**config.mk**
```make
export PLATFORM = sky130hd
export DESIGN_NAME = buffer_access_arbiter_flat
export DESIGN_NICKNAME = d
export VERILOG_FILES = /design/src/rtl/buffer_access_arbiter_if.sv /design/src/rtl/buffer_access_arbiter.sv /design/src/flat_wrapper.sv
export SDC_FILE = /design/constraint.sdc
export NUM_CORES = 1
export LEC_CHECK = 0
export BUFFER_PORTS_ARGS = -buffer_cell sky130_fd_sc_hd__buf_4
export CAP_MARGIN = 20
export CORE_MARGIN = 1.5
export CORE_UTILIZATION = 45
export CTS_BUF_LIST = sky130_fd_sc_hd__clkbuf_4 sky130_fd_sc_hd__clkbuf_8
export DETAILED_ROUTE_END_ITERATION = 7
export PLACE_DENSITY = 0.7
export SETUP_SLACK_MARGIN = 0.2
export SLEW_MARGIN = 30
export SYNTH_ARGS = -nofsm -noshare
export SYNTH_HDL_FRONTEND = slang
export SYNTH_SLANG_ARGS = --single-unit
```
**constraint.sdc**
```tcl
create_clock -name clk -period 3.4 [get_ports clk]
set_clock_uncertainty 0.15 [all_clocks]
set_input_delay 0.51 -clock clk [delete_from_list [all_inputs] [get_ports clk]]
set_output_delay 0.51 -clock clk [all_outputs]
set_load 0.05 [all_outputs]
```
**src/rtl/buffer_access_arbiter_if.sv**
```systemverilog
// Handshake and buffer-control bundle between the endpoint buffer arbiter and its requesters.
// The master side drives requests and flush/clear; the slave side is the arbiter.
interface buffer_access_arbiter_if #(
    parameter int AW    = 6,
    parameter int OCC_W = 7
);
    logic             usb_rx_req;
    logic             usb_tx_req;
    logic             ahb_rd_req;
    logic             ahb_wr_req;
    logic             flush;
    logic             clear;
    logic             usb_rx_gnt;
    logic             usb_tx_gnt;
    logic             ahb_rd_gnt;
    logic             ahb_wr_gnt;
    logic             ahb_err;
    logic             buf_we;
    logic             buf_wsrc;
    logic [AW-1:0]    buf_waddr;
    logic             buf_re;
    logic             buf_rdst;
    logic [AW-1:0]    buf_raddr;
    logic [OCC_W-1:0] buffer_occupancy;

    modport master (
        output usb_rx_req, usb_tx_req, ahb_rd_req, ahb_wr_req, flush, clear,
        input  usb_rx_gnt, usb_tx_gnt, ahb_rd_gnt, ahb_wr_gnt, ahb_err,
        input  buf_we, buf_wsrc, buf_waddr, buf_re, buf_rdst, buf_raddr, buffer_occupancy
    );

    modport slave (
        input  usb_rx_req, usb_tx_req, ahb_rd_req, ahb_wr_req, flush, clear,
        output usb_rx_gnt, usb_tx_gnt, ahb_rd_gnt, ahb_wr_gnt, ahb_err,
        output buf_we, buf_wsrc, buf_waddr, buf_re, buf_rdst, buf_raddr, buffer_occupancy
    );
endinterface

```
**src/rtl/buffer_access_arbiter.sv**
```systemverilog
// Single-access-per-cycle arbiter for the USB endpoint buffer RAM; owns pointers and occupancy.
// Optional AHB anti-starvation guard is enabled by defining STARVE_GUARD_EN.
module buffer_access_arbiter #(
    parameter int DEPTH    = 64,
    parameter int AW       = 6,
    parameter int OCC_W    = 7
`ifdef STARVE_GUARD_EN
    ,parameter int MAX_WAIT = 8
`endif
) (
    input logic                    clk,
    input logic                    rst,
    buffer_access_arbiter_if.slave bus
);

    localparam logic [OCC_W-1:0] FULL_OCC = OCC_W'(DEPTH);

    logic [AW-1:0]    wr_ptr_q, wr_ptr_d;
    logic [AW-1:0]    rd_ptr_q, rd_ptr_d;
    logic [OCC_W-1:0] occ_q, occ_d;
    logic             prio_rx_q, prio_rx_d;
    logic             prio_rd_q, prio_rd_d;

    logic is_empty, is_full, flush_any;
    logic rx_ok, tx_ok, rd_ok, wr_ok, usb_ok, ahb_ok;
    logic rx_gnt, tx_gnt, rd_gnt, wr_gnt, err;
    logic do_wr, do_rd, force_ahb;

    assign is_empty  = (occ_q == '0);
    assign is_full   = (occ_q == FULL_OCC);
    assign flush_any = bus.flush | bus.clear;
    assign rx_ok     = bus.usb_rx_req & ~is_full;
    assign tx_ok     = bus.usb_tx_req & ~is_empty;
    assign wr_ok     = bus.ahb_wr_req & ~is_full;
    assign rd_ok     = bus.ahb_rd_req & ~is_empty;
    assign usb_ok    = rx_ok | tx_ok;
    assign ahb_ok    = rd_ok | wr_ok;

`ifdef STARVE_GUARD_EN
    localparam int WAIT_W = $clog2(MAX_WAIT + 1);
    logic [WAIT_W-1:0] wait_q, wait_d;

    assign force_ahb = ahb_ok & (wait_q == WAIT_W'(MAX_WAIT));

    // Counts cycles an eligible AHB request has been passed over; any AHB outcome or emptying resets it.
    always_comb begin
        wait_d = wait_q;
        if (flush_any || rd_gnt || wr_gnt || err) begin
            wait_d = '0;
        end else if (ahb_ok && (wait_q != WAIT_W'(MAX_WAIT))) begin
            wait_d = wait_q + WAIT_W'(1);
        end
    end

    always_ff @(posedge clk or posedge rst) begin
        if (rst) begin
            wait_q <= '0;
        end else begin
            wait_q <= wait_d;
        end
    end
`else
    assign force_ahb = 1'b0;
`endif

    // Grants are gated by reset so outputs are quiet while the block is held in reset.
    always_comb begin
        rx_gnt    = 1'b0;
        tx_gnt    = 1'b0;
        rd_gnt    = 1'b0;
        wr_gnt    = 1'b0;
        err       = 1'b0;
        prio_rx_d = prio_rx_q;
        prio_rd_d = prio_rd_q;
        if (!rst && !flush_any) begin
            err = (bus.ahb_rd_req & is_empty) | (bus.ahb_wr_req & is_full);
            if (usb_ok && !force_ahb) begin
                if (rx_ok && (!tx_ok || prio_rx_q)) begin
                    rx_gnt = 1'b1;
                end else begin
                    tx_gnt = 1'b1;
                end
                prio_rx_d = ~prio_rx_q;
            end else if (ahb_ok) begin
                if (rd_ok && (!wr_ok || prio_rd_q)) begin
                    rd_gnt = 1'b1;
                end else begin
                    wr_gnt = 1'b1;
                end
                prio_rd_d = ~prio_rd_q;
            end
        end
    end

    assign do_wr = rx_gnt | wr_gnt;
    assign do_rd = tx_gnt | rd_gnt;

    always_comb begin
        wr_ptr_d = wr_ptr_q;
        rd_ptr_d = rd_ptr_q;
        occ_d    = occ_q;
        if (flush_any) begin
            wr_ptr_d = '0;
            rd_ptr_d = '0;
            occ_d    = '0;
        end else if (do_wr) begin
            wr_ptr_d = wr_ptr_q + AW'(1);
            occ_d    = occ_q + OCC_W'(1);
        end else if (do_rd) begin
            rd_ptr_d = rd_ptr_q + AW'(1);
            occ_d    = occ_q - OCC_W'(1);
        end
    end

    // Round-robin flags reset to 1 so usb_rx and ahb_rd win the first contention.
    always_ff @(posedge clk or posedge rst) begin
        if (rst) begin
            wr_ptr_q  <= '0;
            rd_ptr_q  <= '0;
            occ_q     <= '0;
            prio_rx_q <= 1'b1;
            prio_rd_q <= 1'b1;
        end else begin
            wr_ptr_q  <= wr_ptr_d;
            rd_ptr_q  <= rd_ptr_d;
            occ_q     <= occ_d;
            prio_rx_q <= prio_rx_d;
            prio_rd_q <= prio_rd_d;
        end
    end

    assign bus.usb_rx_gnt       = rx_gnt;
    assign bus.usb_tx_gnt       = tx_gnt;
    assign bus.ahb_rd_gnt       = rd_gnt;
    assign bus.ahb_wr_gnt       = wr_gnt;
    assign bus.ahb_err          = err;
    assign bus.buf_we           = do_wr;
    assign bus.buf_wsrc         = wr_gnt;
    assign bus.buf_waddr        = wr_ptr_q;
    assign bus.buf_re           = do_rd;
    assign bus.buf_rdst         = rd_gnt;
    assign bus.buf_raddr        = rd_ptr_q;
    assign bus.buffer_occupancy = occ_q;

endmodule
```
**src/flat_wrapper.sv**
```systemverilog
// flat-port wrapper written by rule: the top's interface ports become plain ports
module buffer_access_arbiter_flat 
#(
    parameter int DEPTH    = 64,
    parameter int AW       = 6,
    parameter int OCC_W    = 7

)
  (clk, rst, bus_usb_rx_req, bus_usb_tx_req, bus_ahb_rd_req, bus_ahb_wr_req, bus_flush, bus_clear, bus_usb_rx_gnt, bus_usb_tx_gnt, bus_ahb_rd_gnt, bus_ahb_wr_gnt, bus_ahb_err, bus_buf_we, bus_buf_wsrc, bus_buf_waddr, bus_buf_re, bus_buf_rdst, bus_buf_raddr, bus_buffer_occupancy);
  buffer_access_arbiter_if #(.AW(AW), .OCC_W(OCC_W)) bus_i ();
  input logic clk;
  input logic rst;
  input wire logic [$bits(bus_i.usb_rx_req)-1:0] bus_usb_rx_req;
  input wire logic [$bits(bus_i.usb_tx_req)-1:0] bus_usb_tx_req;
  input wire logic [$bits(bus_i.ahb_rd_req)-1:0] bus_ahb_rd_req;
  input wire logic [$bits(bus_i.ahb_wr_req)-1:0] bus_ahb_wr_req;
  input wire logic [$bits(bus_i.flush)-1:0] bus_flush;
  input wire logic [$bits(bus_i.clear)-1:0] bus_clear;
  output wire logic [$bits(bus_i.usb_rx_gnt)-1:0] bus_usb_rx_gnt;
  output wire logic [$bits(bus_i.usb_tx_gnt)-1:0] bus_usb_tx_gnt;
  output wire logic [$bits(bus_i.ahb_rd_gnt)-1:0] bus_ahb_rd_gnt;
  output wire logic [$bits(bus_i.ahb_wr_gnt)-1:0] bus_ahb_wr_gnt;
  output wire logic [$bits(bus_i.ahb_err)-1:0] bus_ahb_err;
  output wire logic [$bits(bus_i.buf_we)-1:0] bus_buf_we;
  output wire logic [$bits(bus_i.buf_wsrc)-1:0] bus_buf_wsrc;
  output wire logic [$bits(bus_i.buf_waddr)-1:0] bus_buf_waddr;
  output wire logic [$bits(bus_i.buf_re)-1:0] bus_buf_re;
  output wire logic [$bits(bus_i.buf_rdst)-1:0] bus_buf_rdst;
  output wire logic [$bits(bus_i.buf_raddr)-1:0] bus_buf_raddr;
  output wire logic [$bits(bus_i.buffer_occupancy)-1:0] bus_buffer_occupancy;
  assign bus_i.usb_rx_req = bus_usb_rx_req;
  assign bus_i.usb_tx_req = bus_usb_tx_req;
  assign bus_i.ahb_rd_req = bus_ahb_rd_req;
  assign bus_i.ahb_wr_req = bus_ahb_wr_req;
  assign bus_i.flush = bus_flush;
  assign bus_i.clear = bus_clear;
  assign bus_usb_rx_gnt = bus_i.usb_rx_gnt;
  assign bus_usb_tx_gnt = bus_i.usb_tx_gnt;
  assign bus_ahb_rd_gnt = bus_i.ahb_rd_gnt;
  assign bus_ahb_wr_gnt = bus_i.ahb_wr_gnt;
  assign bus_ahb_err = bus_i.ahb_err;
  assign bus_buf_we = bus_i.buf_we;
  assign bus_buf_wsrc = bus_i.buf_wsrc;
  assign bus_buf_waddr = bus_i.buf_waddr;
  assign bus_buf_re = bus_i.buf_re;
  assign bus_buf_rdst = bus_i.buf_rdst;
  assign bus_buf_raddr = bus_i.buf_raddr;
  assign bus_buffer_occupancy = bus_i.buffer_occupancy;
  buffer_access_arbiter #(.DEPTH(DEPTH), .AW(AW), .OCC_W(OCC_W)) u_core (.clk(clk), .rst(rst), .bus(bus_i));
endmodule
```
=== Word level (Yosys, flattened, before mapping) ===
Cells that the tools add are included.

* RAM bits: 0
* Logic and storage cells: 67
* Memories: 0
* Register bits after elaboration: 21
* Bits in latches: 0
* Bits in read-only memories: 0
* Output and inout port bits: 28
* Bits of input ports: 8

* Div/mod/pow operators: 0
* Multipliers: 0
* Multiplexer cells: 23
* Bitwise gates (word level): 17
* Magnitude comparators: 0
* Shift-type cells: 0
* Add/sub/neg operators: 4
* Equal/unequal tests: 2
* Reduce and logical (&&, ||, !) cells: 16

{| class="wikitable"
|+ Operators with widths
! kind !! count
|-
| 6-bit 2-to-1 mux || 5
|-
| 7-bit 2-to-1 mux || 3
|-
| 1-bit 2-to-1 mux || 15
|-
| 6-bit by 1-bit adder with 6-bit output (second input constant) || 2
|-
| 7-bit by 1-bit adder with 7-bit output (second input constant) || 1
|-
| 7-bit equality test (second input constant) || 1
|-
| 7-bit zero test || 1
|-
| 7-bit by 1-bit subtractor with 7-bit output (second input constant) || 1
|-
| 1-bit AND || 6
|-
| 1-bit OR || 6
|-
| 1-bit inverter || 5
|-
| 1-bit zero test || 4
|-
| 2-bit AND reduction || 2
|-
| 2-bit nonzero test || 2
|-
| 1-bit logical AND || 3
|-
| 3-bit AND reduction || 1
|-
| 3-bit nonzero test || 1
|-
| 1-bit logical OR || 2
|-
| 2-bit by 1-bit inequality test with 1-bit output (second input constant) || 1
|}

=== Longest topological paths before layout ===
Gate-level depths: netlist of the first run.

* Word-level depth: 14
* Gate-level depth with buffers: 15
* Depth with buffers taken out: 13

=== Worst setup path before layout of the first run ===
No wires, ideal clock.

* Kind: register to register
* From: register u_core.occ_q[3] (netlist: u_core.bus.buffer_occupancy[3])
* To: register u_core.occ_q[6] (netlist: u_core.bus.buffer_occupancy[6])
* Buffers on the path: 1
* Data required time: 3.130 ns
* Setup time: 0.120 ns
* Path slack: -0.769 ns
* Period minus slack after synthesis: 4.169 ns
* Data arrival time: 3.900 ns
* Cell stages (with the launch flop): 15
* Cells stage by stage: dfrtp_1 nor4_4 nand3b_1 a21oi_1 a31oi_2 buf_6 inv_1 fa_1 inv_1 a21oi_1 o21bai_1 a31oi_1 xnor2_1 a21oi_1 a31o_1

* Elaborated cells on any way between the ends: 38
* Classes of those cells: add/sub (2); eq/ne (1); mux (17); bitwise (10); reduce/logical (8)

{| class="wikitable"
|+ RTL lines
! item !! line !! RTL
|-
| start, declared || buffer_access_arbiter.sv:20 || <nowiki>logic [OCC_W-1:0] occ_q, occ_d;</nowiki>
|-
| start signal, assigned || buffer_access_arbiter.sv:120 || <nowiki>occ_q <= '0;</nowiki>
|-
| start signal, assigned || buffer_access_arbiter.sv:126 || <nowiki>occ_q <= occ_d;</nowiki>
|-
| 7-bit zero test || buffer_access_arbiter.sv:29 || <nowiki>assign is_empty = (occ_q == '0);</nowiki>
|-
| 1-bit inverter || buffer_access_arbiter.sv:33 || <nowiki>assign tx_ok = bus.usb_tx_req & ~is_empty;</nowiki>
|-
| 1-bit AND || buffer_access_arbiter.sv:33 ||
|-
| 1-bit zero test || buffer_access_arbiter.sv:78 || <nowiki>if (rx_ok && (!tx_ok || prio_rx_q)) begin</nowiki>
|-
| 1-bit logical OR || buffer_access_arbiter.sv:78 ||
|-
| 1-bit logical AND || buffer_access_arbiter.sv:78 ||
|-
| 1-bit 2-to-1 mux || buffer_access_arbiter.sv:78 ||
|-
| 1-bit 2-to-1 mux (*) || buffer_access_arbiter.sv:77 || <nowiki>if (usb_ok && !force_ahb) begin</nowiki>
|-
| 1-bit 2-to-1 mux (*) || buffer_access_arbiter.sv:75 || <nowiki>if (!rst && !flush_any) begin</nowiki>
|-
| via bus_usb_rx_gnt || flat_wrapper.sv:19 || <nowiki>output wire logic [$bits(bus_i.usb_rx_gnt)-1:0] bus_usb_rx_gnt;</nowiki>
|-
| 1-bit OR (*) || buffer_access_arbiter.sv:95 || <nowiki>assign do_wr = rx_gnt | wr_gnt;</nowiki>
|-
| via bus_buf_we || flat_wrapper.sv:24 || <nowiki>output wire logic [$bits(bus_i.buf_we)-1:0] bus_buf_we;</nowiki>
|-
| 7-bit 2-to-1 mux || buffer_access_arbiter.sv:106 || <nowiki>end else if (do_wr) begin</nowiki>
|-
| 7-bit 2-to-1 mux || buffer_access_arbiter.sv:102 || <nowiki>if (flush_any) begin</nowiki>
|}

The timed path passes the listed nets; every way through them passes the cells marked *. The select of a mux whose other input is x is not followed.
A chain may end at the register's enable or synchronous reset.

=== Worst setup path in the final report of the first run ===
* From: register u_core.occ_q[4] (netlist: u_core.bus.buffer_occupancy[4])
* To: register u_core.occ_q[6] (netlist: u_core.bus.buffer_occupancy[6])

* Longest elaborated chain between the ends: 13
* Elaborated cells on any way between the ends: 38
* Classes of those cells: add/sub (2); eq/ne (1); mux (17); bitwise (10); reduce/logical (8)

{| class="wikitable"
|+ Ends and longest elaborated chain
! item !! line !! RTL
|-
| 7-bit equality test || buffer_access_arbiter.sv:30 || <nowiki>assign is_full = (occ_q == FULL_OCC);</nowiki>
|-
| 1-bit inverter || buffer_access_arbiter.sv:32, buffer_access_arbiter.sv:34 ||
|-
| 1-bit AND || buffer_access_arbiter.sv:34 || <nowiki>assign wr_ok = bus.ahb_wr_req & ~is_full;</nowiki>
|-
| 1-bit zero test || buffer_access_arbiter.sv:85 || <nowiki>if (rd_ok && (!wr_ok || prio_rd_q)) begin</nowiki>
|-
| 1-bit logical OR || buffer_access_arbiter.sv:85 ||
|-
| 1-bit logical AND || buffer_access_arbiter.sv:85 ||
|-
| 1-bit 2-to-1 mux || buffer_access_arbiter.sv:85 ||
|-
| 1-bit 2-to-1 mux || buffer_access_arbiter.sv:84 || <nowiki>end else if (ahb_ok) begin</nowiki>
|-
| 1-bit 2-to-1 mux || buffer_access_arbiter.sv:77 ||
|-
| 1-bit 2-to-1 mux || buffer_access_arbiter.sv:75 ||
|-
| 1-bit OR || buffer_access_arbiter.sv:95 ||
|-
| 7-bit 2-to-1 mux || buffer_access_arbiter.sv:106 ||
|-
| 7-bit 2-to-1 mux || buffer_access_arbiter.sv:102 ||
|}

Several ways; a longest one is shown, not always the timed one. The select of a mux whose other input is x is not followed.

==> results of run 1 <==
[repair_timing]
item / 4_1_cts / 5_1_grt
pin swaps: 2 / 9
buffers inserted: 1 / 5
setup endpoints to repair: 2 / 2
resized for setup: 1 / 3
[cells in the final DEF, fill, tap and decap left out, types with 2 or more instances in the layout]
cell type and count:
nand2_1 13, ha_1 7, nor2_1 15, and2_1 2
xor2_1 4, o21ai_0 5, nand3_1 7, mux2i_1 5
dfrtp_2 4, buf_4 46, a21oi_1 5, a21o_1 3
a31oi_1 2, nand4b_1 2, clkbuf_4 3, nand4_1 2
dfstp_2 2, and3_1 3, xnor2_1 9, dfrtp_1 15
inv_1 5
[routing by layer]
| layer | up-vias | GRT usage (%) |
|---|---|---|
| li1 | 600 | - |
| met2 | 33 | 29.9 |
| met3 | 2 | 3.74 |
| met1 | 589 | 29.8 |
| met4 | 0 | 7.31 |
| met5 | - | 0 |
[cells by family after synthesis]
logic type	share of synthesized area, %
simple gates	20.0
compound gates	16.5
mux	4.43
flops	38.2
buf+inv	4.97
xor+xnor	8.23
fa+ha+maj	7.78
[registers in the layout (all words and copies together), names as in the netlist]
name                         count
u_core.prio_rx_q                 1
u_core.bus.buf_waddr             6
u_core.prio_rd_q                 1
u_core.bus.buffer_occupancy      7
u_core.bus.buf_raddr             6
[how the worst min path moves through the flow]
stage	startpoint	end	slack [ns]
2_1_floorplan	u_core.prio_rd_q	u_core.prio_rd_q	0.32
3_3_place_gp	u_core.prio_rd_q	u_core.prio_rd_q	0.34
3_5_place_dp	u_core.prio_rx_q	u_core.prio_rx_q	0.35
4_1_cts	rst	u_core.bus.buffer_occupancy[1]	0.27
5_1_grt	rst	u_core.bus.buffer_occupancy[1]	0.17
6_report	rst	u_core.bus.buffer_occupancy[1]	0.11
[power by group]
part / internal [mW] / switching (mW) / total, mW
registers: 0.280 / 0.0243 / 0.304
clock network: 0.0439 / 0.0790 / 0.123
logic: 0.135 / 0.182 / 0.316
[layout make-up]
class | instances | area share (%)
clock inverter | 1 | 0.278
clock buffer | 3 | 1.25
timing repair buffer | 46 | 19.2
multi-input combinational | 110 | 45.6
tap | 31 | 2.16
sequential | 21 | 29.6
inverter | 8 | 1.88
[worst max-delay path, stage by stage (launching register included)]
cell	delay [ns]
dfrtp_2	0.47
nor4_4	0.28
buf_4	0.16
nand3b_1	0.10
o22a_1	0.28
a31oi_4	0.23
clkinvlp_4	0.15
fa_2	0.42
inv_2	0.06
a21oi_2	0.05
o21bai_2	0.18
a31oi_1	0.12
xnor2_1	0.24
a21oi_1	0.10
a31o_1	0.20
[metrics by stage]
step | total power [mW] | cell area (um2)
floorplan | 0.518 | 1410
global placement | 0.589 | 1710
detailed placement | 0.594 | 1710
CTS | 0.726 | 1750
global route | 0.787 | 1800
finish | 0.743 | 1800
==> impl_metrics.env, run 1 <==
export IMPL_die_w_um=58.5
export IMPL_core_area_mm2=0.00283
export IMPL_h_tree_depth=1
export IMPL_antenna_found_initial=0
export IMPL_synth_largest_area_cell="dfrtp_1"
export IMPL_finalNonFillerCells=220
export IMPL_post_route_period_util_pct=96.7
export IMPL_num_rows=19
export IMPL_clkTransAtPathRegs_ns=0.13
export IMPL_routed_wl_um=3220
export IMPL_seq_area_um2=533
export IMPL_multi_input_area_um2=820
export IMPL_crit_end="u_core.bus.buffer_occupancy[6]"
export IMPL_synth_fp_nets=161
export IMPL_r2r_end="u_core.bus.buffer_occupancy[6]"
export IMPL_maxSlewViolCount=0
export IMPL_area_growth_syn_to_layout_pct=29.9
export IMPL_grt_max_degree=22
export IMPL_synthDistinctLibCells=44
export IMPL_hp_class="input pin to async pin"
export IMPL_setup_tns_ns=0
export IMPL_reg2reg_depth=14
export IMPL_numCtsBuffers=3
export IMPL_yosys_warnings=0
export IMPL_via_count=1224
export IMPL_ioPinCount=36
export IMPL_worst_slew_pin_slew_ns=0.771
export IMPL_min_period_ns=3.29
export IMPL_drt_first_pass_iters=6
export IMPL_cp_end_kind="register"
export IMPL_cts_sinks=21
export IMPL_syn_avg_cell_area_um2=9.54
export IMPL_dp_cells=210
export IMPL_netlist_top_cells_count="19 x dfrtp_1, 16 x nor2_1, 13 x nand2_1"
export IMPL_hpwl_um=2350
export IMPL_cts_tree="yes"
export IMPL_top_layer="met4"
export IMPL_start_util_pct=48.9
export IMPL_cp_arrival_ns=3.35
export IMPL_rsz0062_at_grt="yes"
export IMPL_drt_iter0_drc=22
export IMPL_globalRouteTotalUtil_pct=20.3
export IMPL_routed_via_density=5.56
export IMPL_slew_headroom_pct=48.3
export IMPL_pre_cts_ws_ns=0.126
export IMPL_finalNetCount=206
export IMPL_postLayoutCoreUtil_pct=63.6
export IMPL_worstPathRequired_ns=3.47
export IMPL_hold_viol=0
export IMPL_r2r_start="u_core.bus.buffer_occupancy[4]"
export IMPL_io_buffers=35
export IMPL_drt_drc_violations_left=0
export IMPL_synth_area_leaders="dfrtp_1 34%, ha_1 6.3%, xnor2_1 5.7%"
export IMPL_r2r_setup_slack_ns=0.11
export IMPL_hold_ws_ns=0.114
export IMPL_met1_length_um=1550
export IMPL_setup_violations=0
export IMPL_gp_routability_congestion=0.868
export IMPL_power_density_mw_per_mm2=413
export IMPL_clock_latency_ns=0.31
export IMPL_grt_ovfl_total=0
export IMPL_ctsHoldBuffers=0
export IMPL_async_flop_share_pct=100
export IMPL_ctsRootBufferMaster="clkbuf_4"
export IMPL_dr_wl_met2_um=1480
export IMPL_synthFlopType="dfrtp_1"
export IMPL_synth_edf_count=0
export IMPL_first_global_vias=1148
export IMPL_status="complete, no violations"
export IMPL_die_h_um=58.5
export IMPL_clockBufferDepth=2
export IMPL_cp_max_fo=4
export IMPL_met3_length_um=175
export IMPL_peakVddDrop_mv=0.290
export IMPL_yosysSeqAreaShare_pct=38.2
export IMPL_die_area_mm2=0.00342
export IMPL_synth_top_area_share_pct=34.4
export IMPL_syn_inst=145
export IMPL_maxCapViolCount=0
export IMPL_timing_fmax_ghz=0.304
export IMPL_p_leak_nw=0.870
export IMPL_critPathKind="register to register"
export IMPL_insertedDiodeCount=0
export IMPL_worst_slack_ns=0.113
export IMPL_synth_most_common_cell="dfrtp_1"
export IMPL_drive_gt1_share_pct=37.0
export IMPL_post_drt_wl_per_cell_um=14.6
export IMPL_critPathLaunch="u_core.bus.buffer_occupancy[4]"
export IMPL_synth_ff_latch_count=21
export IMPL_grt_pass1_wl_um=5300
export IMPL_fillers=254
export IMPL_crit_path_start_kind="register"
export IMPL_synth_area_mm2=0.00138
export IMPL_antenna_left=0
(Power assumes the default switching activity.)
==> run 2: changes to the inputs <==
==> constraint.sdc (replaced) <==
create_clock -name clk -period 4.1 [get_ports clk]
set_clock_uncertainty 0.15 [all_clocks]
set_input_delay 0.615 -clock clk [delete_from_list [all_inputs] [get_ports clk]]
set_output_delay 0.615 -clock clk [all_outputs]
set_load 0.05 [all_outputs]
==> impl_metrics.env, run 2 (synthesis results as in run 1) <==
export IMPL_postLayoutCoreUtil_pct=59.6
export IMPL_worstPathRequired_ns=4.16
export IMPL_slew_headroom_pct=44.7
export IMPL_largest_register_ff_count=7
export IMPL_path_buf_inv=3
export IMPL_cts_sinks=21
export IMPL_clkTransAtPathRegs_ns=0.12
export IMPL_postCtsResizedCells=0
export IMPL_status="complete, no violations"
export IMPL_routed_wl_um=3230
export IMPL_clock_latency_ns=0.30
export IMPL_layout_commonest_cell="buf_4"
export IMPL_globalRouteTotalUtil_pct=19.8
export IMPL_antenna_found_initial=0
export IMPL_crit_path_start_kind="register"
export IMPL_hold_viol=0
export IMPL_timing_fmax_ghz=0.283
export IMPL_core_area_mm2=0.00283
export IMPL_rsz0062_at_grt="no"
export IMPL_finalNetCount=196
export IMPL_drt_drc_violations_left=0
export IMPL_grt_max_degree=22
export IMPL_ioPinCount=36
export IMPL_grt_ovfl_total=0
export IMPL_antenna_left=0
export IMPL_drt_first_pass_iters=4
export IMPL_insertedDiodeCount=0
export IMPL_numCtsBuffers=3
export IMPL_drive_gt1_share_pct=27.9
export IMPL_p_leak_nw=0.835
export IMPL_num_rows=19
export IMPL_postCtsSetupRepairBufs=0
export IMPL_ctsHoldBuffers=0
export IMPL_h_tree_depth=1
export IMPL_critPathKind="register to register"
export IMPL_cts_tree="yes"
export IMPL_gr_max_usage_layer="met2"
export IMPL_maxCapViolCount=0
export IMPL_die_w_um=58.5
export IMPL_setup_tns_ns=0
export IMPL_max_stage_delay_ns=0.45
export IMPL_use_met1_pct=26.6
export IMPL_met3_usage_pct=4.40
export IMPL_die_area_mm2=0.00342
export IMPL_area_growth_syn_to_layout_pct=21.8
export IMPL_cp_arrival_ns=3.59
export IMPL_post_route_period_util_pct=86.2
export IMPL_post_drt_wl_per_cell_um=15.4
export IMPL_gp_routability_congestion=0.898
export IMPL_slowest_stage="dfrtp_1"
export IMPL_io_buffers=35
export IMPL_cp_max_fo=15
export IMPL_via_count=1191
export IMPL_grt_pass1_wl_um=5230
export IMPL_path_cells="nor4_4, nand3b_1, o22a_1, a31oi_2, buf_4, inv_1, fa_1, inv_1, a21oi_1, o21bai_1, a31oi_1, xnor2_1, a21oi_1, a31o_1"
export IMPL_power_density_mw_per_mm2=343
export IMPL_path_delay_family="compound AO/OA/AOI/OAI gates"
export IMPL_min_period_ns=3.54
export IMPL_ctsRootBufferMaster="clkbuf_4"
export IMPL_setup_violations=0
export IMPL_grt_use_met2_pct=32.1
export IMPL_cp_end_kind="register"
export IMPL_hp_class="input pin to async pin"
export IMPL_maxSlewViolCount=0
export IMPL_peakVddDrop_mv=0.225
export IMPL_routed_via_density=5.67
export IMPL_drt_iter0_drc=37
export IMPL_worst_slew_pin_slew_ns=0.829
export IMPL_die_h_um=58.5
export IMPL_clockBufferDepth=2
export IMPL_first_global_vias=1126
export IMPL_start_util_pct=48.9
export IMPL_final_cell_mix="36 x buf_4, 19 x dfrtp_1, 16 x nor2_1"
export IMPL_hpwl_um=2380
## run 2: report_power, final
part	leakage [nW]	switching (mW)	internal [mW]
clock	0.0177	0.0661	0.0364
combinational	0.532	0.134	0.0870
sequential	0.285	0.0225	0.231
## run 2: final cells by class
class | count | area, um2
multi-input cells | 110 | 791
flip-flops and latches | 21 | 528
inverters | 8 | 30.0
fillers | 235 | 1140
clock buffers | 3 | 22.5
repair buffers | 36 | 270
clock inverters | 1 | 5.00
well taps | 31 | 38.8
## run 2: worst paths after layout
| check | slack (ns) | depth (start not counted) | to | startpoint |
|---|---|---|---|---|
| max | 0.56 | 14 | u_core.bus.buffer_occupancy[6] | u_core.bus.buffer_occupancy[3] |
| min | 0.34 | 2 | u_core.bus.buffer_occupancy[1] | rst |
| max reg2reg | 0.56 | 14 | u_core.bus.buffer_occupancy[6] | u_core.bus.buffer_occupancy[3] |
| min reg2reg | 0.35 | 1 | u_core.prio_rd_q | u_core.prio_rd_q |
| max in group asynchronous | 2.94 | 2 | u_core.bus.buf_raddr[3] | rst |
| min in group clk | 0.35 | 1 | u_core.prio_rd_q | u_core.prio_rd_q |
## run 2: worst register-to-register path: stages (launching register included)
cell and delay, ns:
dfrtp_1 0.45, nor4_4 0.45, nand3b_1 0.26, o22a_1 0.28
a31oi_2 0.16, buf_4 0.22, inv_1 0.10, fa_1 0.40
inv_1 0.07, a21oi_1 0.06, o21bai_1 0.19, a31oi_1 0.13
xnor2_1 0.20, a21oi_1 0.09, a31o_1 0.21
## run 2: stage by stage
stage	instances	setup WS (ns)	hold slack, ns	total power [mW]	area [um2]
5_1_grt	210	0.295	0.374	0.610	1690
4_1_cts	210	0.580	0.354	0.581	1690
6_report	210	0.564	0.344	0.577	1690
2_1_floorplan	145	0.219	0.320	0.424	1390
3_3_place_gp	206	0.723	0.337	0.472	1660
3_5_place_dp	206	0.608	0.338	0.478	1660
## run 2: per-layer routing
layer / share of wire (%) / up-vias
li1: - / 580
met1: 46 / 575
met2: 48 / 32
met3: 5.4 / 4
met4: 1.1 / 0
met5: 0 / -
==> run 3: changes to the inputs <==
--- a/config.mk
+++ b/config.mk
@@ -5,13 +5,14 @@
 export SDC_FILE = /design/constraint.sdc
 export NUM_CORES = 1
 export LEC_CHECK = 0
+export ABC_AREA = 1
 export BUFFER_PORTS_ARGS = -buffer_cell sky130_fd_sc_hd__buf_4
 export CAP_MARGIN = 20
 export CORE_MARGIN = 1.5
 export CORE_UTILIZATION = 45
 export CTS_BUF_LIST = sky130_fd_sc_hd__clkbuf_4 sky130_fd_sc_hd__clkbuf_8
 export DETAILED_ROUTE_END_ITERATION = 7
-export PLACE_DENSITY = 0.7
+export PLACE_DENSITY = 0.69
 export SETUP_SLACK_MARGIN = 0.2
 export SLEW_MARGIN = 30
 export SYNTH_ARGS = -nofsm -noshare
==> impl_metrics.env, run 3 <==
export IMPL_area_growth_syn_to_layout_pct=21.0
export IMPL_synth_area_mm2=0.00156
export IMPL_routed_wl_um=3090
export IMPL_cts_tree="yes"
export IMPL_synthFlopType="dfrtp_1"
export IMPL_maxCapViolCount=0
export IMPL_die_w_um=61.9
export IMPL_antenna_found_initial=0
export IMPL_post_route_period_util_pct=70.0
export IMPL_maxSlewViolCount=0
export IMPL_worst_slew_pin_slew_ns=0.843
export IMPL_drt_first_pass_iters=4
export IMPL_postCtsSetupRepairBufs=0
export IMPL_min_period_ns=2.87
export IMPL_setup_violations=0
export IMPL_worst_slack_ns=1.23
export IMPL_cp_arrival_ns=2.93
export IMPL_peakVddDrop_mv=0.212
export IMPL_synth_fp_nets=221
export IMPL_synth_most_common_cell="nand2_1"
export IMPL_cp_max_fo=12
export IMPL_cp_end_kind="register"
export IMPL_grt_max_degree=22
export IMPL_post_drt_wl_per_cell_um=10.8
export IMPL_antenna_left=0
export IMPL_synth_top_area_share_pct=30.4
export IMPL_setup_tns_ns=0
export IMPL_routed_via_density=4.68
export IMPL_netlist_top_cells_count="59 x nand2_1, 25 x inv_1, 21 x nor2_1"
export IMPL_p_leak_nw=0.993
export IMPL_synth_largest_area_cell="dfrtp_1"
export IMPL_grt_pass1_wl_um=5040
export IMPL_clkTransAtPathRegs_ns=0.12
export IMPL_num_rows=21
export IMPL_yosys_warnings=0
export IMPL_dp_cells=283
export IMPL_critPathKind="input pin to register"
export IMPL_synth_area_leaders="dfrtp_1 30%, nand2_1 14%, inv_1 6.0%"
export IMPL_synth_edf_count=0
export IMPL_async_flop_share_pct=100
export IMPL_via_count=1343
export IMPL_start_util_pct=46.8
export IMPL_insertedDiodeCount=0
export IMPL_ctsRootBufferMaster="clkbuf_4"
export IMPL_first_global_vias=1159
export IMPL_hp_class="input pin to async pin"
export IMPL_seq_area_um2=528
export IMPL_hpwl_um=2380
export IMPL_numCtsBuffers=3
export IMPL_core_area_mm2=0.00334
export IMPL_slew_headroom_pct=43.7
export IMPL_globalRouteTotalUtil_pct=17.5
export IMPL_yosysSeqAreaShare_pct=33.8
export IMPL_reg2reg_depth=20
export IMPL_power_density_mw_per_mm2=369
export IMPL_hold_ws_ns=0.343
export IMPL_design_area_mm2=0.00189
export IMPL_dpl_cell_area_mm2=0.00186
export IMPL_syn_inst=205
export IMPL_layout_commonest_cell="nand2_1"
export IMPL_synthDistinctLibCells=33
export IMPL_postCtsResizedCells=0
export IMPL_clockBufferDepth=2
export IMPL_largest_register_ff_count=7
export IMPL_ctsHoldBuffers=0
export IMPL_die_area_mm2=0.00383
export IMPL_rsz0062_at_grt="no"
export IMPL_final_cell_mix="59 x nand2_1, 35 x buf_4, 25 x inv_1"
export IMPL_gp_routability_congestion=0.858
export IMPL_h_tree_depth=1
export IMPL_worstPathRequired_ns=4.16
export IMPL_grt_ovfl_total=0
export IMPL_ioPinCount=36
export IMPL_synth_ff_latch_count=21
export IMPL_drt_iter0_drc=59
export IMPL_hold_viol=0
export IMPL_finalNetCount=258
export IMPL_crit_path_start_kind="input pin"
export IMPL_io_buffers=35
export IMPL_cts_sinks=21
export IMPL_drt_drc_violations_left=0
export IMPL_syn_avg_cell_area_um2=7.62
export IMPL_multi_input_area_um2=897
export IMPL_drive_gt1_share_pct=28.2
export IMPL_die_h_um=61.9
export IMPL_status="complete, no violations"
export IMPL_clock_latency_ns=0.30
export IMPL_finalNonFillerCells=287
export IMPL_fillers=338
export IMPL_timing_fmax_ghz=0.349
export IMPL_pre_cts_ws_ns=0.906
[run 3: metal layers]
layer	GRT usage, %	part of all wire [%]
met1	25.3	52
met2	27.8	44
met3	2.48	3.1
met4	3.65	0.49
met5	0	0
[run 3: where the power goes]
| part | leakage, nW | internal (mW) | total (mW) | switching, mW |
|---|---|---|---|---|
| Clock | 0.0177 | 0.0363 | 0.101 | 0.0648 |
| Combinational | 0.694 | 0.113 | 0.334 | 0.221 |
| Sequential | 0.281 | 0.238 | 0.261 | 0.0232 |
[run 3: cell families after synthesis]
group	after synthesis	synth area share [%]
flops	21	33.8
buf+inv	32	8.73
fa+ha+maj	8	6.89
compound gates	16	6.41
simple gates	119	39.1
xor+xnor	9	5.05
[run 3: area by class of cell]
class | instances | area share (%)
sequential | 21 | 27.9
tap | 46 | 3.05
clock inverter | 1 | 0.265
timing repair buffer | 35 | 13.9
inverter | 29 | 6.16
multi-input combinational | 152 | 47.5
clock buffer | 3 | 1.19
[run 3: worst max-delay path: stages]
cell and delay [ns]:
buf_4 0.11, or2_4 0.34, nor2_4 0.14, inv_1 0.10, nor2_1 0.20, inv_2 0.10, nand2_8 0.13, inv_4 0.07
ha_1 0.34, nand3_1 0.11, nand3_1 0.08, nand2_1 0.08, nand2_1 0.05, a21oi_1 0.15, xor2_1 0.15, nor2_1 0.05
nand2_1 0.06, nand2_1 0.04
[run 3: metrics by stage]
stage	power, mW	utilization, %
2_1_floorplan	0.526	-
3_3_place_gp	0.598	55.8
3_5_place_dp	0.600	55.8
4_1_cts	0.706	56.6
5_1_grt	0.755	56.6
6_report	0.696	56.6
[run 3: worst paths after layout]
check,from,endpoint,slack (ns)
max,bus_clear,u_core.bus.buffer_occupancy[5],1.23
min,rst,u_core.bus.buf_raddr[0],0.34
max reg2reg,u_core.bus.buffer_occupancy[1],u_core.bus.buffer_occupancy[5],1.24
min reg2reg,u_core.prio_rx_q,u_core.prio_rx_q,0.36
max in group asynchronous,rst,u_core.bus.buffer_occupancy[5],2.94
min in group clk,u_core.prio_rx_q,u_core.prio_rx_q,0.36
